--- src/rtl/pc_fetch_ctrl.sv ---
// Fetch-stage PC controller: BOOT/RUN/HALT FSM, IF/ID latch,
// branch redirect with flush, stall hold and a saturating fetch counter.
module pc_fetch_ctrl #(
  parameter logic [31:0] RESET_PC = 32'h0000_0000
) (
  input  logic        clk,
  input  logic        rst_n,
  input  logic        stall,
  input  logic        branch_taken,
  input  logic [31:0] branch_target,
  input  logic        halt,
  output logic [31:0] imem_addr,
  input  logic [31:0] imem_rdata,
  output logic [31:0] if_id_pc,
  output logic [31:0] if_id_pc4,
  output logic [31:0] if_id_instr,
  output logic        if_id_valid,
  output logic [1:0]  state,
  output logic [31:0] fetch_count
);

  typedef enum logic [1:0] {
    BOOT = 2'd0,
    RUN  = 2'd1,
    HALT = 2'd2
  } state_t;

  typedef struct packed {
    logic [31:0] pc;
    logic [31:0] pc4;
    logic [31:0] instr;
    logic        valid;
  } if_id_t;

  localparam logic [31:0] BOOT_PC = {RESET_PC[31:2], 2'b00};

  state_t      st;
  if_id_t      if_id;
  logic [31:0] pc;
  logic [31:0] pc_next;
  logic [31:0] cnt;

  assign pc_next     = pc + 32'd4;
  assign imem_addr   = pc;
  assign state       = st;
  assign if_id_pc    = if_id.pc;
  assign if_id_pc4   = if_id.pc4;
  assign if_id_instr = if_id.instr;
  assign if_id_valid = if_id.valid;
  assign fetch_count = cnt;

  always_ff @(posedge clk) begin
    if (!rst_n) begin
      st    <= BOOT;
      pc    <= BOOT_PC;
      if_id <= '0;
      cnt   <= '0;
    end else begin
      unique case (st)
        BOOT: begin
          st          <= RUN;
          pc          <= BOOT_PC;
          if_id.valid <= 1'b0;
        end
        RUN: begin
          // Redirect beats stall and halt; only the valid bit is flushed.
          if (branch_taken) begin
            pc          <= {branch_target[31:2], 2'b00};
            if_id.valid <= 1'b0;
          end else if (stall) begin
            pc <= pc;
          end else if (halt) begin
            st          <= HALT;
            if_id.valid <= 1'b0;
          end else begin
            pc          <= pc_next;
            if_id.pc    <= pc;
            if_id.pc4   <= pc_next;
            if_id.instr <= imem_rdata;
            if_id.valid <= 1'b1;
            if (cnt != 32'hFFFF_FFFF)
              cnt <= cnt + 32'd1;
          end
        end
        HALT: begin
          if_id.valid <= 1'b0;
        end
        default: begin
          st          <= BOOT;
          if_id.valid <= 1'b0;
        end
      endcase
    end
  end

endmodule

--- config.mk ---
export PLATFORM = sky130hd
export DESIGN_NAME = pc_fetch_ctrl
export DESIGN_NICKNAME = d
export VERILOG_FILES = /design/src/rtl/pc_fetch_ctrl.sv
export SDC_FILE = /design/constraint.sdc
export NUM_CORES = 1
export LEC_CHECK = 0
export BUFFER_PORTS_ARGS = -buffer_cell sky130_fd_sc_hd__buf_2
export CORE_MARGIN = 2
export CORE_UTILIZATION = 55
export DETAILED_ROUTE_END_ITERATION = 8
export GPL_TIMING_DRIVEN = 0
export HOLD_SLACK_MARGIN = 0.08
export PLACE_DENSITY_LB_ADDON = 0.08
export SYNTH_ARGS = -nofsm -noshare
export SYNTH_HDL_FRONTEND = slang
export SYNTH_SLANG_ARGS = --single-unit
--- constraint.sdc ---
create_clock -name clk -period 4.1 [get_ports clk]
set_input_delay 0.82 -clock clk [delete_from_list [all_inputs] [get_ports clk]]
set_output_delay 0.82 -clock clk [all_outputs]
set_load 0.05 [all_outputs]
# --- Word level (Yosys, flattened, before mapping) ---
# Cells that the tools add are included.
classes:
  n_addsub: 2
  n_eq_ne: 8
  mux: 9
  n_bitwise: 6
  n_reduce_logical: 7
ops:
  columns: ["cell", "count"]
  rows:
  - ["32-bit 2-to-1 mux", 3]
  - ["32-bit case mux with 2 select lines", 1]
  - ["32-bit by 1-bit adder with 32-bit output, second input constant", 1]
  - ["32-bit by 3-bit adder with 32-bit output, second input constant", 1]
  - ["32-bit inequality test, second input constant", 1]
  - ["4-bit AND reduction", 2]
  - ["2-bit 2-to-1 mux", 3]
  - ["2-bit inequality test, second input constant", 3]
  - ["3-bit inequality test, second input constant", 2]
  - ["1-bit NOT", 6]
  - ["2-bit case mux with 3 select lines", 1]
  - ["5-bit AND reduction", 1]
  - ["3-bit AND reduction", 1]
  - ["3-bit OR reduction", 1]
  - ["2-bit by 1-bit equality test with 1-bit output, second input constant", 1]
  - ["2-bit equality test, second input constant", 1]
  - ["2-bit logical NOT", 1]
  - ["2-bit nonzero test", 1]
  - ["1-bit 2-to-1 mux", 1]
word_totals:
  register_bits: 163
  output_inout_bits: 163

# --- Logic depth before layout (Yosys ltp) ---
logic_depth:
  word_depth: 5
  mapped_depth: 7

# --- Least setup slack after synthesis ---
# No wires, ideal clock.
synth_timing:
  path_type: "flip-flop to flip-flop"
  startpoint: "reg pc[2], in the netlist imem_addr[2]"
  endpoint: "reg pc[30], in the netlist imem_addr[30]"
  setup_ps: 75
  t_arrival_ps: 2495
  required_ps: 4025
  path_slack_ps: 1529
  path_stages_with_launch: 7
  path_cell_list: "dfxtp_1 ha_1 nand3_1 or3_4 or4_4 o31a_1 o22ai_1"
synth_between:
  elab_chain_cells: 5
synth_lines:
  columns: ["element", "line_no", "rtl"]
  rows:
  - ["start, declared", "39", "logic [31:0] pc;"]
  - ["start signal, assigned", "68", "pc <= {branch_target[31:2], 2'b00};"]
  - ["start signal, assigned", "71", "pc <= pc;"]
  - ["start signal, assigned", "76", "pc <= pc_next;"]
  - ["32-bit by 3-bit adder with 32-bit output", "43", "assign pc_next = pc + 32'd4;"]
  - ["32-bit 2-to-1 mux", "72", "end else if (halt) begin"]
  - ["32-bit 2-to-1 mux", "70", "end else if (stall) begin"]
  - ["32-bit 2-to-1 mux", "67", "if (branch_taken) begin"]
  - ["32-bit case mux with 2 select lines", "59", "unique case (st)"]
# No other way between the ends. The select of a mux whose other input is x is not followed.
# A chain may end at the register's enable or synchronous reset.

# --- Worst setup path after layout ---
layout_timing:
  startpoint: "in stall"
  endpoint: "reg pc[12], in the netlist imem_addr[12]"
layout_between:
  elab_chain_cells: 2
layout_lines:
  columns: ["element", "line_no", "rtl"]
  rows:
  - ["start, declared", "8", "input logic stall,"]
  - ["3-bit inequality test (no source line)", null, null]
  - ["3-bit AND reduction (no source line)", null, null]
# No other way between the ends.

==> impl_metrics.tcl <==
set metrics [dict create \
    status "finished clean" \
    syn_avg_cell_area_um2 8.04 \
    grt_max_degree 17 \
    holdWs_ns 0.449 \
    utilization 0.717 \
    ys_seq_elements 157 \
    initialDrtViolationCount 847 \
    clock_latency_ns 0.42 \
    grt_pass1_vias 6335 \
    postCtsHoldBufs 0 \
    die_area_mm2 0.0136 \
    p_leak_nw 3.63 \
    yosys.area.top_type "dfxtp_1" \
    drt-pass1-iter-count 5 \
    fp.dieW_um 116 \
    seq_area_frac_synth 0.452 \
    skew_ns 0.00739 \
    dpl.cell_count 1265 \
    async_flop_share 0 \
    routed_wl_um 21500 \
    cts_tree "done" \
    h-tree-depth 4 \
    synthCells 865 \
    netlist.area_leader.share 0.452 \
    finalCritPeriodShare 0.659 \
    via_count 7228 \
    min-delay-path-class "reg -> reg" \
    endpoint_kind "register" \
    final_cells 1297 \
    wl_per_cell_um 16.5 \
    fin_setup_tns_ns 0 \
    antenna_found_initial 0 \
    area_growth_pct 28.4 \
    fin_area_mm2 0.00894 \
    grt_overflow 0 \
    cts_root_buf "clkbuf_16" \
    syn_area_mm2 0.00696 \
    initial_core_util 0.558 \
    clkSinkCount 157 \
    fp.dieH_um 116 \
    synth_area_leaders "dfxtp_1, nand2_1, a21oi_1, o21ai_0, clkbuf_1" \
    hpwl_um 15400 \
    num_rows 41 \
    fillers 1082 \
    setup_viol 0 \
    worst_setup_path_start_kind "primary input" \
    cts_buffer_depth 2 \
    fin_nets 1183 \
    ir_drop_mv 0.352 \
    worstPathArrival_ns 3.04 \
    drv_slew 0 \
    synth-edff-count 0 \
    rsz0062_at_grt "no" \
    ys_warn_count 0 \
    layout-drive-gt1-share 0.254 \
    cts_buffers 17 \
    pre_cts_slack_ns 1.11 \
    port_buffers 223 \
    ys_types 61 \
    placed_area_mm2 0.00831 \
    io_pins 232 \
    hold_viol_final 0 \
    critPathMaxFanout 10 \
    maxCapViolCount 0 \
    power_mw 3.60 \
    fin_crit_ns 2.70 \
    grt_pass1_wl_um 33000 \
    worstMarginPinSlew_ns 0.765 \
    ys.flop_type "dfxtp_1" \
    setup_ws_ns 1.40 \
    timing.fmax_mhz 370 \
    gp_congestion 0.918 \
    viasPerCell 5.57 \
    cts_resized 0 \
    antennaDiodeCount 0 \
    cp_data_required_time_ns 4.44 \
    gr-usage-all-layers 0.311 \
    slew_headroom 0.487 \
    p_per_area_mw_per_mm2 403 \
    postCtsSetupBuffers 0 \
    ant_nets 0 \
    clk_pin_slew_ns 0.06 \
    drc 0 \
    crit_type "in -> reg" \
    core_mm2 0.0125 \
]
routing by layer:
| layer | up-vias | part of all wire | global-route usage |
|---|---|---|---|
| met2 | 326 | 0.49 | 0.513 |
| li1 | 3538 | - | - |
| met1 | 3333 | 0.42 | 0.420 |
| met5 | - | 0 | 0 |
| met4 | 0 | 0.017 | 0.0889 |
| met3 | 31 | 0.071 | 0.0571 |
registers in the layout, indices dropped and copies added (netlist names):
name / cells
fetch_count: 32
if_id_instr: 32
if_id_pc4: 30
if_id_pc: 30
imem_addr: 30
state: 2
if_id_valid: 1
kinds of logic after synthesis:
family / count (synthesis) / synth area share
AND/OR/NAND/NOR: 335 / 0.234
AO/OA/AOI/OAI: 253 / 0.214
flip-flops: 157 / 0.452
buffers and inverters: 81 / 0.0507
XOR/XNOR: 35 / 0.0441
adder cells (fa/ha/maj): 2 / 0.00360
other: 1 / 0.000539
multiplexers: 1 / 0.00144
final cells by class:
class / instances / area (um^2) / share of cell area
Sequential cell: 157 / 3140 / 0.352
Multi-Input combinational cell: 632 / 3480 / 0.390
Timing Repair Buffer: 223 / 1120 / 0.125
Buffer: 72 / 319 / 0.0357
Tap cell: 172 / 215 / 0.0241
Clock inverter: 9 / 160 / 0.0179
Clock buffer: 23 / 468 / 0.0524
Inverter: 9 / 33.8 / 0.00378
cells in the mapped netlist (all sizes together), types with 5 or more instances:
library cell	n
nand2	168
dfxtp	157
a21oi	122
o21ai	59
clkbuf	55
nor2	44
nand3	23
or3	23
xnor2	19
buf	17
nand4	16
xor2	16
nor3	13
o31ai	11
or4	11
a22oi	10
and3	10
nor4	10
o2bb2ai	9
inv	8
a211oi	6
o31a	6
and4	5
worst max-delay path, stage by stage:
cell	delay [ns]
buf_2	0.13
or3_1	0.47
nor2_2	0.26
clkbuf_1	0.48
clkbuf_1	0.50
nand2_1	0.18
a21oi_1	0.20
where the power goes:
part	leakage, nW	switching, mW	internal (mW)
combinational	2.06	0.249	0.0926
sequential	1.27	0.0241	1.55
clock	0.294	0.627	1.05
placed cells by master, fill, tap and decap left out, types with 16 or more instances in the layout:
cell       count
nand3_1       23
nor2_1        43
o21ai_0       57
xnor2_1       19
xor2_1        16
nand2_1      168
clkbuf_16     17
clkbuf_1      57
dfxtp_1      157
buf_2        230
or3_1         22
a21oi_1      122
final timing paths:
| path | cells past startpoint | slack (ns) | to | startpoint |
|---|---|---|---|---|
| max | 7 | 1.40 | imem_addr[12] | stall |
| min | 2 | 0.45 | if_id_pc[19] | if_id_pc[19] |
| max reg2reg | 6 | 1.50 | imem_addr[12] | state[1] |
| min reg2reg | 2 | 0.45 | if_id_pc[19] | if_id_pc[19] |
Power figures use the tool's default switching activity.
